$ cat config.mk
export PLATFORM = sky130hd
export DESIGN_NAME = pooling_tile_scheduler
export DESIGN_NICKNAME = d
export VERILOG_FILES = /design/src/rtl/pooling_tile_scheduler.sv
export SDC_FILE = /design/constraint.sdc
export NUM_CORES = 1
export LEC_CHECK = 0
export CORE_MARGIN = 3
export CORE_UTILIZATION = 30
export CTS_CLUSTER_DIAMETER = 80
export DETAILED_ROUTE_END_ITERATION = 8
export PLACE_DENSITY = 0.53
export SYNTH_ARGS = -nofsm -noshare
export SYNTH_HDL_FRONTEND = slang
export SYNTH_SLANG_ARGS = --single-unit
$ cat constraint.sdc
create_clock -name clk -period 1.98 [get_ports clk]
set_input_delay 0.495 -clock clk [delete_from_list [all_inputs] [get_ports clk]]
set_output_delay 0.495 -clock clk [all_outputs]
set_load 0.03 [all_outputs]
$ cat src/rtl/pooling_tile_scheduler.sv
// Pooling tile scheduler: walks the pooling controller through every output
// tile of one conv layer, counts completed windows per tile, and hands each
// finished tile index to the writeback buffer over a valid/ready handshake.
module pooling_tile_scheduler #(
  parameter int COLS    = 4,
  parameter int TILE_W  = 5,
  parameter int TIMEOUT = 255
) (
  input  logic              clk,
  input  logic              rst_n,
  input  logic              cfg_valid,
  output logic              cfg_ready,
  input  logic [2:0]        cfg_kernel_dim,
  input  logic [2:0]        cfg_stride,
  input  logic [2:0]        cfg_win_per_tile,
  input  logic [TILE_W-1:0] cfg_num_tiles,
  input  logic              abort,
  input  logic              tile_ready_i,
  output logic              tile_ack_o,
  output logic [COLS-1:0]   pl_en_o,
  output logic              pl_start_o,
  output logic              pl_reg_index_o,
  output logic [2:0]        pl_kernel_dim_o,
  output logic [2:0]        pl_stride_o,
  output logic [2:0]        pl_win_o,
  input  logic              pl_win_done_i,
  output logic              wb_valid,
  input  logic              wb_ready,
  output logic [TILE_W-1:0] wb_tile_idx,
  output logic              busy,
  output logic              layer_done,
  output logic              err_cfg,
  output logic              err_timeout
);

  typedef enum logic [2:0] {
    S_IDLE,
    S_WAIT_TILE,
    S_RUN,
    S_FLUSH,
    S_DONE
  } state_t;

  localparam logic [15:0] TIMEOUT_L = 16'(TIMEOUT);

  state_t            state_q, state_d;
  logic [2:0]        kdim_q, stride_q, win_q;
  logic [TILE_W-1:0] tiles_q, tile_cnt_q;
  logic [2:0]        win_cnt_q;
  logic [15:0]       wd_q, wd_inc;
  logic              start_q, err_cfg_q, err_to_q;
  logic              cfg_hs, cfg_ok, wd_expire, last_win, last_tile, wb_hs, en;

  // A layer config is usable only if every field is inside its legal range.
  function automatic logic cfg_legal(input logic [2:0] k, input logic [2:0] s,
                                     input logic [2:0] w, input logic [TILE_W-1:0] n);
    return (k >= 3'd1) && (k <= 3'd4) && (s != 3'd0) && (w != 3'd0) && (n != '0);
  endfunction

  // Watchdog increment that sticks at full scale instead of wrapping.
  function automatic logic [15:0] sat_inc16(input logic [15:0] v);
    return (v == 16'hFFFF) ? v : v + 16'd1;
  endfunction

  // Next-state decode; abort overrides every other transition.
  always_comb begin
    cfg_hs    = cfg_valid && cfg_ready;
    cfg_ok    = cfg_legal(cfg_kernel_dim, cfg_stride, cfg_win_per_tile, cfg_num_tiles);
    wd_inc    = sat_inc16(wd_q);
    wd_expire = (state_q == S_RUN) && !pl_win_done_i && (wd_inc >= TIMEOUT_L);
    last_win  = pl_win_done_i && (win_cnt_q == win_q - 3'd1);
    wb_hs     = (state_q == S_FLUSH) && wb_ready;
    last_tile = (tile_cnt_q == tiles_q - TILE_W'(1));
    state_d   = state_q;
    case (state_q)
      S_IDLE:      if (cfg_hs && cfg_ok) state_d = S_WAIT_TILE;
      S_WAIT_TILE: if (tile_ready_i) state_d = S_RUN;
      S_RUN: begin
        if (last_win)       state_d = S_FLUSH;
        else if (wd_expire) state_d = S_IDLE;
      end
      S_FLUSH:     if (wb_ready) state_d = last_tile ? S_DONE : S_WAIT_TILE;
      S_DONE:      state_d = S_IDLE;
      default:     state_d = S_IDLE;
    endcase
    if (abort) state_d = S_IDLE;
  end

  // State register.
  always_ff @(posedge clk or negedge rst_n) begin
    if (!rst_n) state_q <= S_IDLE;
    else        state_q <= state_d;
  end

  // Latched config, tile/window counters, watchdog and registered status pulses.
  always_ff @(posedge clk or negedge rst_n) begin
    if (!rst_n) begin
      kdim_q     <= '0;
      stride_q   <= '0;
      win_q      <= '0;
      tiles_q    <= '0;
      tile_cnt_q <= '0;
      win_cnt_q  <= '0;
      wd_q       <= '0;
      start_q    <= 1'b0;
      err_cfg_q  <= 1'b0;
      err_to_q   <= 1'b0;
    end else begin
      start_q   <= (state_q == S_WAIT_TILE) && tile_ready_i && !abort;
      err_cfg_q <= cfg_hs && !cfg_ok;
      if (cfg_hs)                   err_to_q <= 1'b0;
      else if (wd_expire && !abort) err_to_q <= 1'b1;
      if (cfg_hs && cfg_ok) begin
        kdim_q     <= cfg_kernel_dim;
        stride_q   <= cfg_stride;
        win_q      <= cfg_win_per_tile;
        tiles_q    <= cfg_num_tiles;
        tile_cnt_q <= '0;
      end
      if ((state_q == S_WAIT_TILE) && tile_ready_i) begin
        win_cnt_q <= '0;
        wd_q      <= '0;
      end
      if (state_q == S_RUN) begin
        if (pl_win_done_i) begin
          win_cnt_q <= win_cnt_q + 3'd1;
          wd_q      <= '0;
        end else begin
          wd_q <= wd_inc;
        end
      end
      if (wb_hs && !last_tile) tile_cnt_q <= tile_cnt_q + TILE_W'(1);
    end
  end

  assign en              = (state_q == S_WAIT_TILE) || (state_q == S_RUN) || (state_q == S_FLUSH);
  assign cfg_ready       = (state_q == S_IDLE) && !abort;
  assign tile_ack_o      = start_q;
  assign pl_start_o      = start_q;
  assign pl_en_o         = {COLS{en}};
  assign pl_reg_index_o  = (kdim_q > 3'd1);
  assign pl_kernel_dim_o = kdim_q;
  assign pl_stride_o     = stride_q;
  assign pl_win_o        = win_q;
  assign wb_valid        = (state_q == S_FLUSH);
  assign wb_tile_idx     = wb_valid ? tile_cnt_q : '0;
  assign busy            = (state_q != S_IDLE);
  assign layer_done      = (state_q == S_DONE);
  assign err_cfg         = err_cfg_q;
  assign err_timeout     = err_to_q;

endmodule

# Word-level counts from Yosys, hierarchy flattened

Index checks and enable logic that the tools add are counted.

Muxes and demuxes: 20
Shift operators: 0
Equal/unequal tests: 11
Magnitude comparators: 4
Divide/modulo/power cells: 0
Multiply operators: 0
Bitwise gates (word level): 0
$add $sub $neg: 5
Reduce and logical (&&, ||, !) cells: 31

Operators by type and width:

| cell                                                                    | count |
|---|---|
| 16-bit 2-to-1 mux                                                       | 4 |
| 3-bit 2-to-1 mux                                                        | 10 |
| 16-bit by 1-bit adder with 16-bit output (second input constant)        | 1 |
| 16-bit == test (second input constant)                                  | 1 |
| 16-bit by 8-bit >= comparator with 1-bit output (second input constant) | 1 |
| 1-bit logical AND                                                       | 16 |
| 5-bit 2-to-1 mux                                                        | 3 |
| 3-bit one-hot mux with 4 select lines                                   | 1 |
| 3-bit nonzero test                                                      | 3 |
| 3-bit by 2-bit == test with 1-bit output (second input constant)        | 2 |
| 3-bit inequality test (second input constant)                           | 2 |
| 2-bit nonzero test                                                      | 3 |
| 5-bit by 1-bit adder with 5-bit output (second input constant)          | 1 |
| 5-bit == test                                                           | 1 |
| 5-bit nonzero test                                                      | 1 |
| 5-bit by 1-bit subtractor with 5-bit output (second input constant)     | 1 |
| 1-bit zero test                                                         | 4 |
| 4-bit inequality test (second input constant)                           | 1 |
| 4-bit AND reduction                                                     | 1 |
| 3-bit by 1-bit adder with 3-bit output (second input constant)          | 1 |
| 3-bit by 1-bit == test with 1-bit output (second input constant)        | 1 |
| 3-bit == test                                                           | 1 |
| 3-bit == test (second input constant)                                   | 1 |
| 3-bit by 1-bit >= comparator with 1-bit output (second input constant)  | 1 |
| other kinds (7)                                                         | 9 |

ROM bits: 0
Output and inout bits: 27
Bits in writable memories: 0
Latch bits: 0
Memories kept: 0
Flip-flop bits (word level): 44

# Longest topological paths before layout

Gate-level depths: netlist of the first run.

Depth after elaboration: 9
Depth in mapped cells: 9
Depth with buffers taken out: 8

# Worst setup path before layout of the first run

OpenSTA, ideal clock, no wires.

Kind: register -> register
Start point: register state_q[1]
End point: register kdim_q[2], in the netlist pl_kernel_dim_o[2]
Library setup time: 0.125 ns
Path slack: -0.478 ns
Arrival: 2.333 ns
Cell stages (with the launch flop): 6
Required time: 1.855 ns
Buffers on the path: 1
Cells stage by stage: dfrtp_1 -> nor4_2 -> nand2_1 -> nor4b_2 -> clkbuf_1 -> mux2_2

Word-level cells in the longest chain between the ends: 4

RTL lines:

| what                     | RTL line | RTL |
|---|---|---|
| start: declaration       | 46       | `state_t state_q, state_d;` |
| start signal: assignment | 92       | `else state_q <= state_d;` |
| 3-bit zero test          | 137      | `assign cfg_ready = (state_q == S_IDLE) && !abort;` |
| 1-bit logical AND        | 137      |  |
| via cfg_ready            | 12       | `output logic cfg_ready,` |
| 1-bit logical AND        | 67       | `cfg_hs = cfg_valid && cfg_ready;` |
| 1-bit logical AND        | 113      | `if (cfg_hs && cfg_ok) begin` |
| end signal: assignment   | 114      | `kdim_q <= cfg_kernel_dim;` |
| end: declaration         | 47       | `logic [2:0] kdim_q, stride_q, win_q;` |

The timed path passes the listed nets, and every way through them passes these cells.
A chain may end at the register's enable or synchronous reset.

# Worst setup path in the final report of the first run

Start point: register wd_q[1]
End point: register err_to_q, in the netlist err_timeout

Word-level cells in the longest chain between the ends: 6

RTL lines:

| what                                                                              | RTL line | RTL |
|---|---|---|
| start: declaration                                                                | 50       | `logic [15:0] wd_q, wd_inc;` |
| start signal: assignment                                                          | 129      | `wd_q <= wd_inc;` |
| 16-bit by 1-bit adder with 16-bit output / 16-bit == test (equally long branches) | 62       | `return (v == 16'hFFFF) ? v : v + 16'd1;` |
| 16-bit 2-to-1 mux (*)                                                             | 62       |  |
| 16-bit by 8-bit >= comparator with 1-bit output (*)                               | 70       | `wd_expire = (state_q == S_RUN) && !pl_win_done_i && (wd_inc >= TIMEOUT_L);` |
| 1-bit logical AND (*)                                                             | 70       |  |
| 1-bit logical AND (*)                                                             | 112      | `else if (wd_expire && !abort) err_to_q <= 1'b1;` |
| 2-bit nonzero test (no source line) (*)                                           | n/a      |  |
| end signal: assignment                                                            | 107      | `err_to_q <= 1'b0;` |
| end signal: assignment                                                            | 111      | `if (cfg_hs) err_to_q <= 1'b0;` |
| end signal: assignment                                                            | 112      |  |
| end: declaration                                                                  | 51       | `logic start_q, err_cfg_q, err_to_q;` |

Mark *: on every way between the ends. The rest lies on a longest branch, timed or not.

==> results of run 1 <==
through the flow:
step / hold WS (ps) / std cells / util, % / TNS, ps
after CTS: 167.3 / 504 / 43.73 / -21.57
after global placement: 492.5 / 491 / 41.73 / -7320
final: 154.5 / 512 / 45.77 / -82.36
after floorplan: 199.4 / 301 / - / -1850
after global routing: 175.9 / 512 / 45.77 / -624.2
after detailed placement: 494.1 / 491 / 41.73 / -8142
cell families after synthesis:
logic type / after synthesis / synth area share (%)
flops: 44 / 40.09
mux: 12 / 4.829
fa+ha+maj: 5 / 2.278
simple gates: 123 / 25.01
buf+inv: 28 / 4.965
compound gates: 72 / 16.90
xor+xnor: 17 / 5.922
layer usage:
layer	global-route usage [%]	routed length, um	vias up
met5	0	0	-
met4	6.033	161	0
met3	2.824	350	11
met2	25.30	3788	68
met1	19.44	3486	1275
li1	-	-	1287
where the power goes:
part | total (W) | internal, W | switching (W) | leakage (nW)
clock | 0.000617 | 0.000283 | 0.000334 | 0.0434
sequential | 0.00132 | 0.00111 | 0.000209 | 0.579
combinational | 0.00215 | 0.00104 | 0.00111 | 1.20
total | 0.00409 | 0.00243 | 0.00165 | 1.82
worst min path at each step:
stage | from | endpoint | slack (ps) | cells past startpoint
global placement | pl_stride_o[2]$_DFFE_PN0P_ | pl_stride_o[2]$_DFFE_PN0P_ | 490 | 1
CTS | rst_n | wd_q[0]$_DFFE_PN0P_ | 170 | 2
global route | rst_n | wd_q[4]$_DFFE_PN0P_ | 180 | 2
floorplan | rst_n | err_cfg$_DFF_PN0_ | 200 | 0
detailed placement | pl_stride_o[2]$_DFFE_PN0P_ | pl_stride_o[2]$_DFFE_PN0P_ | 490 | 1
finish | rst_n | wd_q[0]$_DFFE_PN0P_ | 150 | 2
synth_stat cells, drive strengths merged, types with 3 or more instances:
library cell and instances:
xnor2 10, nor2 18, or2 3, clkbuf 6, and2 8, nor2b 3, nor3 10, and4 3
ha 5, nand2 33, nand3 15, inv 8, dfrtp 44, a22o 4, o211ai 4, nand2b 3
o21ai 32, and3 3, a21oi 10, xor2 6, buf 14, nand3b 3, nor4 6, or3 3
mux2 10, o31ai 6, nand4 4
sequential cells by signal, indices dropped and copies added, names as in the netlist:
| register | flops |
|---|---|
| pl_start_o | 1 |
| win_cnt_q | 3 |
| pl_kernel_dim_o | 3 |
| err_cfg | 1 |
| pl_win_o | 3 |
| state_q | 3 |
| tile_cnt_q | 5 |
| tiles_q | 5 |
| wd_q | 16 |
| pl_stride_o | 3 |
| err_timeout | 1 |
critical path, delay by kind of cell, from the launching register on:
family                     cells  cell delay, ps
DFF                            1             370
adders and majority gates      1             210
buffers and inverters          1             180
and+or+nand+nor                2             570
AOI/OAI and AO/OA              4             630
timing repair:
action / CTS / global route
pin swaps: 6 / 9
endpoints found under the setup margin: 28 / 27
gates resized for setup: 21 / 36
gates cloned: 1 / 0
setup buffers: 5 / 10
hold buffers: 0 / 0
placed cells by master, fill, tap and decap left out, types with 4 or more instances in the layout:
cell type / instances
clkdlybuf4s50_1: 28
nor3_1: 9
nand3_1: 14
inv_1: 8
clkbuf_8: 6
buf_6: 13
nor2_1: 15
dlygate4sd2_1: 4
a21oi_1: 10
xnor2_1: 9
nand2_1: 32
and2_4: 5
a22o_1: 4
o21ai_0: 27
o31ai_1: 6
dfrtp_1: 42
o211ai_1: 4
buf_4: 65
xor2_1: 6
ha_1: 4
o21ai_1: 4
mux2_4: 10
layout make-up:
type	count	area, um^2
clock inverter	2	15.01
inverter	8	30.03
tap	108	135.1
clock buffer	6	82.58
sequential	44	1104
fill	846	4776
timing repair buffer	115	1012
multi-input combinational	229	1652
==> results.json, run 1 <==
{
  "grt_pass1_wl_mm": 12.42,
  "critPathMaxFanout": 3,
  "setup_ws_ps": -82.36,
  "fp-row-count": 34,
  "start_util_pct": 31.19,
  "antenna_found_initial": 0,
  "dp_hpwl_mm": 5.597,
  "post_drt_wl_per_cell_um": 15.21,
  "critPathCapture": "err_timeout$_DFFE_PN0P_",
  "synth_largest_area_cell": "dfrtp_1",
  "grt_setup_unrepaired": "true",
  "grt_max_degree": 45,
  "async_flop_share_pct": 100.0,
  "skew_ps": 7.606,
  "p_leak_nw": 1.818,
  "via_per_inst": 5.158,
  "power.density_nw_per_um2": 1014,
  "ir_drop_mv": 0.6485,
  "syn_area_um2": 2746,
  "reg2reg_depth": 8,
  "cp.required_ps": 2180,
  "clock-root-buffer": "clkbuf_8",
  "synth-seq-cells": 44,
  "reg2reg_to": "err_timeout$_DFFE_PN0P_",
  "track_usage_pct": 15.19,
  "outcome": "finished with violations",
  "yosysWarnings": 0,
  "die_x_um": 101.7,
  "vias": 2641,
  "synth_edf_count": 0,
  "diodes": 0,
  "cts_htree_levels": 2,
  "drtIter0Drc": 123,
  "synth-main-ff-cell": "dfrtp_1",
  "seq_area_frac_synth_pct": 40.09,
  "cts_tree": "done",
  "area_growth_syn_to_layout_pct": 46.74,
  "core_area_um2": 8806,
  "total_power_w": 0.004087,
  "violations": "negative setup slack",
  "period_needed_ps": 2062,
  "final_layout_size_suffix_gt1_share_pct": 32.92,
  "path_clk_slew_ps": 90,
  "syn_nets": 327,
  "crit_type": "reg -> reg",
  "hp-class": "in -> async",
  "tightestPinTransition_ps": 387.5,
  "synth_cell_types": 55,
  "cts_buffer_depth": 2,
  "dpl-instance-area_um2": 3675,
  "cap_viol_max_count": 0,
  "cp_slowest_cell": "dfrtp_1",
  "clkLatencyLatePin_ps": 300,
  "clkSinkCount": 44,
  "numCtsBuffers": 5,
  "slew_headroom_pct": 74.16,
  "boundaryPins": 48,
  "critPathArrivalTime_ps": 2260,
  "grt_pass1_vias": 2579,
  "avgSynthCellArea_um2": 9.124,
  "numPortBuffers": 47,
  "crit_top_cell": "o211ai_1",
  "drtPass1Iterations": 5,
  "routed_wirelength_mm": 7.786,
  "fin_crit_sh_pct": 104.2,
  "crit_path_end_kind": "flop",
  "gp_congestion": 0.8634,
  "syn_inst": 301,
  "crit_chain": "ha_2 > and4_1 > o211ai_1 > o31a_1 > nor4_2 > buf_4 > o211ai_1 > o211a_1",
  "ant_nets": 0,
  "slowest_delay_ps": 370,
  "start_kind": "flop",
  "dp_slack_ps": -488.5,
  "slew_viol_final": 0,
  "ys_top_cells_by_area": "dfrtp_1, o21ai_0, nand2_1",
  "netlist.area_leader.share_pct": 40.09,
  "drc": 0,
  "hold_violations": 0,
  "crit_path_start": "wd_q[1]$_DFFE_PN0P_",
  "design_area_um2": 4030,
  "grt_overflow": 0,
  "final_net_count": 429,
  "reg2reg_setup_slack_ps": -80,
  "fp.dieArea_um2": 10340,
  "fp.dieH_um": 101.7,
  "clock.fmax_mhz": 484.9,
  "rr_startpoint": "wd_q[1]$_DFFE_PN0P_",
  "setup_viol": 1
}
Note: power is estimated with default switching activity, not from simulation.
==> run 2: changes to the inputs <==
Settings changed: ABC_AREA set to 1, GPL_TIMING_DRIVEN set to 0.
==> results.json, run 2 <==
{
  "gp_congestion": 0.8270,
  "drc": 0,
  "skew_ps": 8.373,
  "critPathArrivalTime_ps": 1420,
  "die_x_um": 101.9,
  "drtIter0Drc": 107,
  "core_area_um2": 8848,
  "diodes": 0,
  "crit_type": "reg -> out",
  "synth_cell_types": 35,
  "area_growth_syn_to_layout_pct": 37.02,
  "antenna_found_initial": 0,
  "cts_tree": "done",
  "clock.fmax_mhz": 521.4,
  "cp.required_ps": 1480,
  "grt_overflow": 0,
  "syn_nets": 399,
  "ys_top_cells_by_area": "dfrtp_1, nand2_1, inv_1",
  "critPathMaxFanout": 4,
  "avgSynthCellArea_um2": 7.403,
  "grt_max_degree": 34,
  "cap_viol_max_count": 0,
  "ant_nets": 0,
  "vias": 2603,
  "rr_startpoint": "state_q[2]$_DFFE_PN0P_",
  "post-synth-top-count-cell": "nand2_1",
  "synth-main-ff-cell": "dfrtp_1",
  "cts_buffer_depth": 2,
  "fp-row-count": 34,
  "yosysWarnings": 0,
  "fin_util_pct": 42.76,
  "syn_area_um2": 2761,
  "routed_wirelength_mm": 7.046,
  "design_area_um2": 3784,
  "setup_tns_ps": 0,
  "crit_path_end_kind": "primary output",
  "reg.largest.list": "wd_q x16, tile_cnt_q x5, tiles_q x5",
  "clkLatencyLatePin_ps": 300,
  "synth_edf_count": 0,
  "async_flop_share_pct": 100.0,
  "layout_commonest_cell": "nand2_1",
  "regMostFlops": "wd_q",
  "dp_slack_ps": -497.3,
  "grt_pass1_wl_mm": 11.75,
  "slew_viol_final": 0,
  "seq_area_frac_synth_pct": 39.87,
  "boundaryPins": 48,
  "clock-root-buffer": "clkbuf_8",
  "fp.dieArea_um2": 10390,
  "post_drt_wl_per_cell_um": 12.65,
  "synth_largest_area_cell": "dfrtp_1",
  "largest_reg_flops": 16,
  "power.density_nw_per_um2": 1085,
  "via_per_inst": 4.673,
  "syn_inst": 373,
  "most-common-layout-cells": "nand2_1, inv_1, dfrtp_1, buf_4, clkdlybuf4s50_1",
  "grt_setup_unrepaired": "true",
  "hold_ws_ps": 77.38,
  "netlist.area_leader.share_pct": 39.87,
  "reg2reg_setup_slack_ps": 120,
  "grt_pass1_vias": 2551,
  "start_kind": "flop",
  "dpl-instance-area_um2": 3390,
  "ir_drop_mv": 0.6817,
  "path_clk_slew_ps": 90,
  "crit_path_start": "state_q[0]$_DFFE_PN0P_",
  "dp_hpwl_mm": 5.192,
  "setup_ws_ps": 62.25,
  "hp-class": "in -> async",
  "numCtsBuffers": 5,
  "drtPass1Iterations": 4,
  "setup_viol": 0,
  "numPortBuffers": 47,
  "cts_htree_levels": 2,
  "fp.dieH_um": 101.9,
  "period_needed_ps": 1918,
  "slew_headroom_pct": 78.08,
  "final_net_count": 475,
  "synth-seq-cells": 44,
  "hold_violations": 0,
  "clkSinkCount": 44,
  "track_usage_pct": 13.92,
  "netlist_top_cells_count": "nand2_1, dfrtp_1, inv_1",
  "p_leak_nw": 1.786,
  "final_layout_size_suffix_gt1_share_pct": 25.39,
  "outcome": "finished, final reports clean",
  "fin_crit_sh_pct": 96.86,
  "start_util_pct": 31.21,
  "tightestPinTransition_ps": 327.7
}
[run 2: cell types whose count changed in the layout (fill, tap and decap cells not counted), moves of 9 or more]
cell | before | now
nand3_1 | 14 | 26
buf_6 | 13 | 0
nand2_1 | 32 | 95
inv_1 | 8 | 42
mux2_4 | 10 | 0
nor2_2 | 2 | 11
buf_4 | 65 | 31
[run 2: worst paths after layout]
path | cells past startpoint | to
min in group clk | 3 | pl_kernel_dim_o[0]$_DFFE_PN0P_
min | 1 | wd_q[4]$_DFFE_PN0P_
min reg2reg | 2 | pl_kernel_dim_o[0]$_DFFE_PN0P_
max | 4 | cfg_ready
max in group asynchronous | 2 | wd_q[2]$_DFFE_PN0P_
max reg2reg | 11 | state_q[1]$_DFFE_PN0P_
[run 2: final cells by class]
class                           instances  area [um^2]
Sequential cell                        44         1111
Multi-Input combinational cell        271         1564
Buffer                                  9        67.56
Clock buffer                            5        68.82
Timing Repair Buffer                   69        634.4
Clock inverter                          2        12.51
Tap cell                              108        135.1
Fill cell                             922         5065
Inverter                               49        190.2
[run 2: metal layers]
metal	wire, um	part of all wire, %	global-route usage (%)
met1	3229	46	18.42
met2	3469	49	23.44
met3	295	4.2	3.003
met4	52	0.74	3.128
met5	0	0	0
[run 2: metrics by stage]
stage | power (W) | cells
after floorplan | 0.002725 | 373
after global placement | 0.003418 | 528
after detailed placement | 0.003430 | 529
after CTS | 0.003995 | 537
after global routing | 0.004441 | 557
final | 0.004106 | 557
[run 2: repair_timing]
item                                    in CTS  in global routing
setup buffers                                1                 20
endpoints found under the setup margin      37                 36
pin swaps                                    1                 16
gates resized for setup                     62                 46
hold buffers                                 0                  0
[run 2: cells by family (layout without fill, tap and decap cells)]
family	after synthesis	in the layout	share of synthesized area (%)
flip-flops	44	44	39.87
AND/OR/NAND/NOR	197	197	33.12
adder cells (fa/ha/maj)	5	5	2.266
XOR/XNOR	17	17	5.392
AO/OA/AOI/OAI	52	52	10.47
buffers and inverters	58	134	8.881
[run 2: power breakdown]
group	switching, W	internal, W
logic	0.00125	0.000914
clock network	0.000318	0.000240
registers	0.000232	0.00115
total	0.00180	0.00230
[run 2: worst max-delay path, cell delays in order, from the launching register on]
cell and delay, ps:
dfrtp_2 460, nor2_2 190, nand2_2 110, nor2_4 160
clkbuf_4 210
==> run 3: changes to the inputs <==
Settings changed: CORE_MARGIN 3 to 2.
==> results.json, run 3 (same netlist as run 2, synthesis figures left out) <==
{
  "outcome": "finished, final reports clean",
  "crit_path_end_kind": "flop",
  "track_usage_pct": 14.41,
  "p_leak_nw": 1.717,
  "power.density_nw_per_um2": 1143,
  "ir_drop_mv": 0.5074,
  "regMostFlops": "wd_q",
  "clkLatencyLatePin_ps": 310,
  "most-common-layout-cells": "nand2_1, inv_1, dfrtp_1, clkdlybuf4s50_1, nand3_1",
  "setup_tns_ps": 0,
  "cts_tree": "done",
  "cts_buffer_depth": 2,
  "fin_cells": 550,
  "cts_htree_levels": 2,
  "crit_type": "in -> reg",
  "fp.dieArea_um2": 9988,
  "hp-class": "in -> async",
  "final_net_count": 464,
  "fp.dieH_um": 99.94,
  "critPathMaxFanout": 10,
  "gp_congestion": 0.8589,
  "skew_ps": 13.65,
  "slew_viol_final": 0,
  "hold_violations": 0,
  "dp_hpwl_mm": 5.217,
  "antenna_found_initial": 0,
  "layout_commonest_cell": "nand2_1",
  "clock-root-buffer": "clkbuf_8",
  "cts_hold_buf": 0,
  "cp.required_ps": 2180,
  "numPortBuffers": 47,
  "numCtsBuffers": 5,
  "start_kind": "input port",
  "grt_max_degree": 29,
  "clkSinkCount": 44,
  "via_per_inst": 4.825,
  "post_drt_wl_per_cell_um": 12.84,
  "cap_viol_max_count": 0,
  "period_needed_ps": 1965,
  "grt_pass1_vias": 2564,
  "core_area_um2": 9065,
  "grt_setup_unrepaired": "true",
  "largest_reg_flops": 16,
  "fin_crit_sh_pct": 99.23,
  "drc": 0,
  "reg.largest.list": "wd_q x16, tile_cnt_q x5, tiles_q x5",
  "start_util_pct": 30.46,
  "fin_util_pct": 40.75,
  "slew_headroom_pct": 70.45,
  "routed_wirelength_mm": 7.062,
  "dp_cells": 532,
  "critPathArrivalTime_ps": 2160,
  "rr_startpoint": "wd_q[1]$_DFFE_PN0P_",
  "diodes": 0,
  "grt_pass1_wl_mm": 11.72,
  "drtPass1Iterations": 4,
  "clock.fmax_mhz": 509.0,
  "fp-row-count": 35,
  "final_layout_size_suffix_gt1_share_pct": 23.46,
  "grt_overflow": 0,
  "tightestPinTransition_ps": 443.2,
  "ant_nets": 0,
  "boundaryPins": 48,
  "path_clk_slew_ps": 100,
  "die_x_um": 99.94,
  "drtIter0Drc": 66,
  "setup_viol": 0,
  "crit_path_start": "cfg_kernel_dim[0]",
  "vias": 2654,
  "area_growth_syn_to_layout_pct": 33.76
}
[run 3: cell count changes in the layout (fill, tap and decap cells not counted), sizes merged]
cell	before	now
clkdlybuf4s50	29	31
bufinv	0	1
clkbuf	7	9
dlymetal6s2s	2	0
buf	36	25
clkdlybuf4s15	5	4
clkinvlp	1	0
[run 3: final timing paths]
check                                                 endpoint  slack [ps]  depth (start not counted)
worst min-delay path                    state_q[2]$_DFFE_PN0P_         120                          1
worst min register to register  pl_kernel_dim_o[0]$_DFFE_PN0P_         500                          2
min in group clk                pl_kernel_dim_o[0]$_DFFE_PN0P_         500                          2
max in group asynchronous                  wd_q[0]$_DFFE_PN0P_        1340                          2
worst max register to register          state_q[1]$_DFFE_PN0P_          80                         16
worst max-delay path                    state_q[1]$_DFFE_PN0P_          20                         10
[run 3: cell type report]
cell class	instances	area (um^2)
fill	926	5371
timing repair buffer	58	544.3
buffer	9	57.56
sequential	44	1110
clock inverter	2	35.03
inverter	49	190.2
clock buffer	6	72.57
multi-input combinational	271	1545
tap	111	138.9
[run 3: critical path: stages]
cell and delay (ps):
clkdlybuf4s50_1 480, nor2_1 50, xor2_1 150, a311oi_2 250, nand3_2 110, buf_2 200, a21oi_2 220, nand2_2 90
nand2_1 60, nand2_1 40
[run 3: layer usage]
layer / vias up / GRT usage, % / wire length [um]
li1: 1330 / - / -
met1: 1259 / 17.86 / 3134
met2: 57 / 25.10 / 3540
met3: 8 / 3.621 / 317
met4: 0 / 3.688 / 69
met5: - / 0 / 0
[run 3: stage by stage]
stage / worst slack [ps] / instance area, um^2 / power, W / hold WS [ps]
6_report: 15.18 / 3694 / 0.004221 / 122.8
3_5_place_dp: -474.1 / 3393 / 0.003430 / 470.7
3_3_place_gp: -926.8 / 3378 / 0.003407 / 468.6
2_1_floorplan: -42.02 / 2769 / 0.002725 / 199.4
5_1_grt: -96.69 / 3694 / 0.004528 / 148.2
4_1_cts: 2.745 / 3528 / 0.004147 / 141.1
[run 3: timing repair]
action | 4_1_cts | 5_1_grt
resized for setup | 62 | 39
cloned | 0 | 0
endpoints found under the setup margin | 29 | 31
pin swaps | 1 | 12
setup buffers | 1 | 9
[run 3: power breakdown]
group          switching (W)  internal [W]  total [W]
Sequential          0.000246       0.00115    0.00139
Combinational        0.00122      0.000894    0.00212
Clock               0.000337      0.000375   0.000712
